`config.mk`:
```
export PLATFORM = sky130hd
export DESIGN_NAME = serial_subtractor_flat
export DESIGN_NICKNAME = d
export VERILOG_FILES = /design/src/rtl/serial_subtractor_if.sv /design/src/rtl/serial_subtractor.sv /design/src/flat_wrapper.sv
export SDC_FILE = /design/constraint.sdc
export NUM_CORES = 1
export LEC_CHECK = 0
export CAP_MARGIN = 20
export CORE_MARGIN = 3
export CORE_UTILIZATION = 35
export DETAILED_ROUTE_END_ITERATION = 16
export SYNTH_ARGS = -nofsm -noshare
export SYNTH_HDL_FRONTEND = slang
export SYNTH_SLANG_ARGS = --single-unit
```
`constraint.sdc`:
```
create_clock -name clk -period 4.4 [get_ports clk]
set_clock_uncertainty 0.2 [all_clocks]
set_input_delay 0.66 -clock clk [delete_from_list [all_inputs] [get_ports clk]]
set_output_delay 0.66 -clock clk [all_outputs]
set_load 0.02 [all_outputs]
```
`src/rtl/serial_subtractor_if.sv`:
```
// Handshake and data bundle for serial_subtractor.
// Optional overflow output is present when SERIAL_SUB_OVF_EN is defined.
interface serial_subtractor_if #(
  parameter int unsigned WIDTH = 8
);
  logic             in_valid;
  logic             in_ready;
  logic [WIDTH-1:0] x;
  logic [WIDTH-1:0] y;
  logic             bin;
  logic             out_valid;
  logic             out_ready;
  logic [WIDTH-1:0] res;
  logic             bout;
  logic             busy;
`ifdef SERIAL_SUB_OVF_EN
  logic             ovf;
`endif

  // Operand producer / result consumer side
  modport master (
    output in_valid, x, y, bin, out_ready,
    input  in_ready, out_valid, res, bout, busy
`ifdef SERIAL_SUB_OVF_EN
    , input ovf
`endif
  );

  // Subtractor side
  modport slave (
    input  in_valid, x, y, bin, out_ready,
    output in_ready, out_valid, res, bout, busy
`ifdef SERIAL_SUB_OVF_EN
    , output ovf
`endif
  );
endinterface

```
`src/rtl/serial_subtractor.sv`:
```
// Bit-serial subtractor: res = x - y - bin, one bit per cycle, LSB first.
// Optional feature macro: SERIAL_SUB_OVF_EN adds a registered two's-complement
// overflow flag (ovf) on the interface.
module serial_subtractor #(
  parameter int unsigned WIDTH = 8
) (
  input logic                 clk,
  input logic                 rst_n,
  serial_subtractor_if.slave  bus
);
  localparam int unsigned CW = (WIDTH > 2) ? $clog2(WIDTH) : 1;
  localparam int unsigned SW = WIDTH - 1;

  typedef enum logic [1:0] {
    IDLE = 2'd0,
    RUN  = 2'd1,
    DONE = 2'd2
  } state_e;

  state_e           state_q, state_d;
  logic [WIDTH-1:0] x_sh_q, x_sh_d;
  logic [WIDTH-1:0] y_sh_q, y_sh_d;
  logic [SW-1:0]    res_sh_q, res_sh_d;
  logic             borrow_q, borrow_d;
  logic [CW-1:0]    cnt_q, cnt_d;
  logic [WIDTH-1:0] res_q, res_d;
  logic             bout_q, bout_d;
  logic             in_ready_q, in_ready_d;
  logic             out_valid_q, out_valid_d;
  logic             busy_q, busy_d;
  logic             diff_bit;
  logic             borrow_nxt;
`ifdef SERIAL_SUB_OVF_EN
  logic             x_msb_q, x_msb_d;
  logic             y_msb_q, y_msb_d;
  logic             ovf_q, ovf_d;
`endif

  // State, datapath and output registers
  always_ff @(posedge clk or negedge rst_n) begin
    if (!rst_n) begin
      state_q     <= IDLE;
      x_sh_q      <= '0;
      y_sh_q      <= '0;
      res_sh_q    <= '0;
      borrow_q    <= 1'b0;
      cnt_q       <= '0;
      res_q       <= '0;
      bout_q      <= 1'b0;
      in_ready_q  <= 1'b1;
      out_valid_q <= 1'b0;
      busy_q      <= 1'b0;
`ifdef SERIAL_SUB_OVF_EN
      x_msb_q     <= 1'b0;
      y_msb_q     <= 1'b0;
      ovf_q       <= 1'b0;
`endif
    end else begin
      state_q     <= state_d;
      x_sh_q      <= x_sh_d;
      y_sh_q      <= y_sh_d;
      res_sh_q    <= res_sh_d;
      borrow_q    <= borrow_d;
      cnt_q       <= cnt_d;
      res_q       <= res_d;
      bout_q      <= bout_d;
      in_ready_q  <= in_ready_d;
      out_valid_q <= out_valid_d;
      busy_q      <= busy_d;
`ifdef SERIAL_SUB_OVF_EN
      x_msb_q     <= x_msb_d;
      y_msb_q     <= y_msb_d;
      ovf_q       <= ovf_d;
`endif
    end
  end

  // Next-state, one-bit subtract cell and output decode
  always_comb begin
    state_d    = state_q;
    x_sh_d     = x_sh_q;
    y_sh_d     = y_sh_q;
    res_sh_d   = res_sh_q;
    borrow_d   = borrow_q;
    cnt_d      = cnt_q;
    res_d      = res_q;
    bout_d     = bout_q;
`ifdef SERIAL_SUB_OVF_EN
    x_msb_d    = x_msb_q;
    y_msb_d    = y_msb_q;
    ovf_d      = ovf_q;
`endif

    // Full-subtractor cell on the current LSBs and stored borrow
    diff_bit   = x_sh_q[0] ^ y_sh_q[0] ^ borrow_q;
    borrow_nxt = (~x_sh_q[0] & y_sh_q[0]) | (~(x_sh_q[0] ^ y_sh_q[0]) & borrow_q);

    case (state_q)
      IDLE: begin
        if (bus.in_valid) begin
          x_sh_d   = bus.x;
          y_sh_d   = bus.y;
          borrow_d = bus.bin;
          cnt_d    = '0;
`ifdef SERIAL_SUB_OVF_EN
          x_msb_d  = bus.x[WIDTH-1];
          y_msb_d  = bus.y[WIDTH-1];
`endif
          state_d  = RUN;
        end
      end
      RUN: begin
        x_sh_d   = x_sh_q >> 1;
        y_sh_d   = y_sh_q >> 1;
        res_sh_d = SW'({diff_bit, res_sh_q} >> 1);
        borrow_d = borrow_nxt;
        if (cnt_q == CW'(WIDTH - 1)) begin
          // Last bit: publish the full difference and the final borrow
          res_d   = {diff_bit, res_sh_q};
          bout_d  = borrow_nxt;
`ifdef SERIAL_SUB_OVF_EN
          ovf_d   = (x_msb_q != y_msb_q) && (diff_bit != x_msb_q);
`endif
          cnt_d   = '0;
          state_d = DONE;
        end else begin
          cnt_d = CW'(cnt_q + 1'b1);
        end
      end
      DONE: begin
        if (bus.out_ready) begin
          state_d = IDLE;
        end
      end
      default: begin
        state_d = IDLE;
      end
    endcase

    in_ready_d  = (state_d == IDLE);
    out_valid_d = (state_d == DONE);
    busy_d      = (state_d != IDLE);
  end

  assign bus.in_ready  = in_ready_q;
  assign bus.out_valid = out_valid_q;
  assign bus.busy      = busy_q;
  assign bus.res       = res_q;
  assign bus.bout      = bout_q;
`ifdef SERIAL_SUB_OVF_EN
  assign bus.ovf       = ovf_q;
`endif

endmodule

```
`src/flat_wrapper.sv`:
```
// flat-port wrapper written by rule: the top's interface ports become plain ports
module serial_subtractor_flat 
#(
  parameter int unsigned WIDTH = 8
)
  (clk, rst_n, bus_in_valid, bus_x, bus_y, bus_bin, bus_out_ready, bus_in_ready, bus_out_valid, bus_res, bus_bout, bus_busy);
  serial_subtractor_if #(.WIDTH(WIDTH)) bus_i ();
  input logic clk;
  input logic rst_n;
  input wire logic [$bits(bus_i.in_valid)-1:0] bus_in_valid;
  input wire logic [$bits(bus_i.x)-1:0] bus_x;
  input wire logic [$bits(bus_i.y)-1:0] bus_y;
  input wire logic [$bits(bus_i.bin)-1:0] bus_bin;
  input wire logic [$bits(bus_i.out_ready)-1:0] bus_out_ready;
  output wire logic [$bits(bus_i.in_ready)-1:0] bus_in_ready;
  output wire logic [$bits(bus_i.out_valid)-1:0] bus_out_valid;
  output wire logic [$bits(bus_i.res)-1:0] bus_res;
  output wire logic [$bits(bus_i.bout)-1:0] bus_bout;
  output wire logic [$bits(bus_i.busy)-1:0] bus_busy;
  assign bus_i.in_valid = bus_in_valid;
  assign bus_i.x = bus_x;
  assign bus_i.y = bus_y;
  assign bus_i.bin = bus_bin;
  assign bus_i.out_ready = bus_out_ready;
  assign bus_in_ready = bus_i.in_ready;
  assign bus_out_valid = bus_i.out_valid;
  assign bus_res = bus_i.res;
  assign bus_bout = bus_i.bout;
  assign bus_busy = bus_i.busy;
  serial_subtractor #(.WIDTH(WIDTH)) u_core (.clk(clk), .rst_n(rst_n), .bus(bus_i));
endmodule
```
==> impl_metrics.py <==
metrics = {
    "sta": {
        "tns_ns": 0,
        "fmax_ghz": 0.439,
        "setup_ws_ns": 2.12,
        "finalHoldViolCount": 0,
        "report.final.slew_viol_count": 0,
        "min_period_ns": 2.28,
        "fin_crit_sh_pct": 51.7,
        "timing_worst_slew_pin_value_ns": 0.916,
        "rsz0062_at_grt": "false",
        "relSlewSlack_pct": 39.0,
        "setup_violations": 0,
        "whs_ns": 0.285,
    },
    "worst_setup_path": {
        "r2r_start": "u_core.state_q[1]",
        "critical_path.cell_chain": "clkdlybuf4s50_1",
        "critPathTopFamily": "buffers and inverters",
        "arrival_ns": 1.42,
        "r2r_setup_slack_ns": 2.43,
        "reg2reg_to": "u_core.res_sh_q[4]",
        "worstSetupStartpointType": "flop",
        "slowest_stage": "clkdlybuf4s50_1",
        "cp_num_cells": 1,
        "critical_path.endpoint": "bus_in_ready",
        "r2r_cells": 2,
        "crit_path_start": "u_core.bus.in_ready",
        "slowest_delay_ns": 0.59,
        "cp-end-kind": "output pin",
        "path_class": "flop to output pin",
        "cp.required_ns": 3.54,
        "critPathMaxFanout": 1,
        "cp.buffers_inverters": 1,
    },
    "detailed_routing": {
        "final_antenna_net_count": 0,
        "via_per_inst": 5.27,
        "routedWlPerCell_um": 15.2,
        "drt_iter0_drc": 48,
        "dr.pass1.iters": 4,
        "wirelength_mm": 3.52,
        "drc_errors": 0,
        "vias": 1222,
    },
    "floorplan": {
        "io_pins": 33,
        "die_x_um": 76.1,
        "dieArea_mm2": 0.00579,
        "rows": 24,
        "die_y_um": 76.1,
        "initial_utilization_pct": 37.9,
        "core_area_mm2": 0.00453,
    },
    "logic_synthesis": {
        "syn_avg_cell_area_um2": 12.6,
        "synthSimpleGateAreaFrac_pct": 6.11,
        "async_flop_share_pct": 100,
        "ys_seq_area_share_pct": 59.7,
        "netlist_area_mm2": 0.00172,
        "synth_compound_area_share_pct": 18.1,
        "synth_ff_type": "dfrtp_1",
        "synth-seq-cells": 41,
        "synth-adder-area-share_pct": 2.62,
        "yosysTopAreaCell": "dfrtp_1",
        "yosys.area_share.xor_xnor_pct": 0,
        "ys_types": 29,
        "synth-edff-count": 0,
        "synth.top_cells.by_area": "dfrtp_1, mux2_1, o22ai_1, a2bb2oi_1, a21oi_1",
        "ys_warn_count": 0,
        "synth_nets": 161,
        "synthMuxAreaShare_pct": 9.16,
        "synth_top_area_share_pct": 58.2,
        "synth.most_common_cell": "dfrtp_1",
        "synthTopCellsByCount": "dfrtp_1, o22ai_1, mux2_1, a21oi_1, nand2_1",
        "synth_cells": 137,
        "synth_top_family_by_area": "compound AO/OA/AOI/OAI gates",
    },
    "cts": {
        "cts_made_buffers": 5,
        "holdBufCountCts": 0,
        "postCtsSetupBuffers": 0,
        "post_cts_resized": 0,
        "worstSkewPairLatency_ns": 0.29,
        "cts_htree_levels": 2,
        "cts_buffer_depth": 2,
        "cts_root_buf": "clkbuf_8",
        "cts_tree": "done",
        "clkTransAtPathRegs_ns": 0.08,
        "cts.sinks": 41,
    },
    "grt": {
        "grt_max_degree": 42,
        "antenna_found_initial": 0,
        "track_usage_pct": 13.1,
        "gr-total-overflow": 0,
        "grt_pass1_vias": 1277,
        "grt_pass1_wl_mm": 6.20,
    },
    "cells_and_area": {
        "fillers": 405,
        "area_delta_synth_final_pct": 26.4,
        "nNetsFinal": 190,
        "antenna_cells": 0,
        "drive_gt1_share_pct": 10.2,
    },
    "placement": {
        "dp_hpwl_mm": 2.39,
        "port-buffer-count": 32,
        "place_ws_ns": 2.05,
        "place.gp.congestion": 0.782,
    },
    "power": {
        "p_leak_nw": 0.918,
        "irDropWorstVdd_v": 0.000324,
        "power_density_mw_per_mm2": 726,
    },
    "job": {
        "max_cap_violations": 0,
    },
    "min_path": {
        "hold_path_class": "input port to async pin",
    },
    "outcome": {
        "outcome": "finished, final reports clean",
    },
}
-- per-layer routing --
| layer | vias up | GRT usage (%) | wire, um |
|---|---|---|---|
| li1 | 567 | - | - |
| met1 | 614 | 17.9 | 1640 |
| met2 | 36 | 19.9 | 1650 |
| met3 | 5 | 3.78 | 196 |
| met4 | 0 | 4.53 | 34 |
| met5 | - | 0 | 0 |
-- sequential cells by signal, indices dropped and copies added (netlist names) --
signal / count
u_core.y_sh_q: 8
u_core.cnt_q: 3
u_core.bus.in_ready: 1
u_core.bus.bout: 1
u_core.bus.out_valid: 1
u_core.bus.busy: 1
u_core.res_sh_q: 7
u_core.x_sh_q: 8
u_core.bus.res: 8
u_core.borrow_q: 1
u_core.state_q: 2
-- power breakdown --
group | internal, mW | total (mW) | switching [mW]
sequential | 0.555 | 0.675 | 0.120
combinational | 0.301 | 0.585 | 0.284
clock | 0.184 | 0.318 | 0.134
total | 1.04 | 1.58 | 0.538
-- area by class of cell --
cell class / count / area (um^2) / share of cell area (%)
clock inverter: 2 / 37.5 / 1.73
sequential: 41 / 1030 / 47.2
timing repair buffer: 32 / 315 / 14.5
multi-input combinational: 83 / 619 / 28.5
inverter: 3 / 11.3 / 0.518
tap: 65 / 81.3 / 3.74
clock buffer: 6 / 82.6 / 3.80
-- cells in the final DEF, fill, tap and decap left out --
cell type and instances:
o221a_2 1, bufinv_16 1, a32o_1 1, o21ai_0 3, dfstp_2 1, dfrtp_1 40
buf_2 1, a21oi_1 9, ha_1 2, clkbuf_8 6, nor2_1 3, clkinvlp_4 1
o31ai_1 1, o21bai_1 1, mux2_2 2, fa_1 1, o21ai_1 1, or4b_1 1
inv_1 1, o22ai_1 21, nor2b_1 1, a2bb2oi_1 7, inv_2 2, nand2b_1 4
nand3b_2 1, mux2_1 12, a22o_1 2, nand2_1 8, clkdlybuf4s50_1 31, nor2_4 1
-- through the flow --
| step | utilization [%] | total power [mW] | area, um^2 | cells |
|---|---|---|---|---|
| after detailed placement | 45.3 | 1.27 | 2050 | 224 |
| after global placement | 45.3 | 1.24 | 2050 | 224 |
| after global routing | 48.0 | 1.69 | 2170 | 232 |
| final | 48.0 | 1.58 | 2170 | 232 |
| after floorplan | - | 1.08 | 1720 | 137 |
| after CTS | 48.0 | 1.59 | 2170 | 232 |
-- worst min path at each step --
stage                        end  slack [ns]  cells after the start               from
5_1_grt        u_core.bus.res[7]        0.31                      2  u_core.bus.res[7]
3_3_place_gp   u_core.bus.res[7]        0.27                      2  u_core.bus.res[7]
4_1_cts        u_core.bus.res[7]        0.29                      2  u_core.bus.res[7]
2_1_floorplan    u_core.borrow_q        0.16                      0              rst_n
6_report       u_core.bus.res[3]        0.29                      1              rst_n
3_5_place_dp   u_core.bus.res[7]        0.27                      2  u_core.bus.res[7]
-- cells by family (layout without fill, tap and decap cells) --
kind of cell | after synthesis | in the layout
and+or+nand+nor | 19 | 19
AOI/OAI and AO/OA | 47 | 47
muxes | 14 | 14
DFF | 41 | 41
buffers and inverters | 13 | 43
adders and majority gates | 3 | 3
Power figures use the tool's default switching activity.
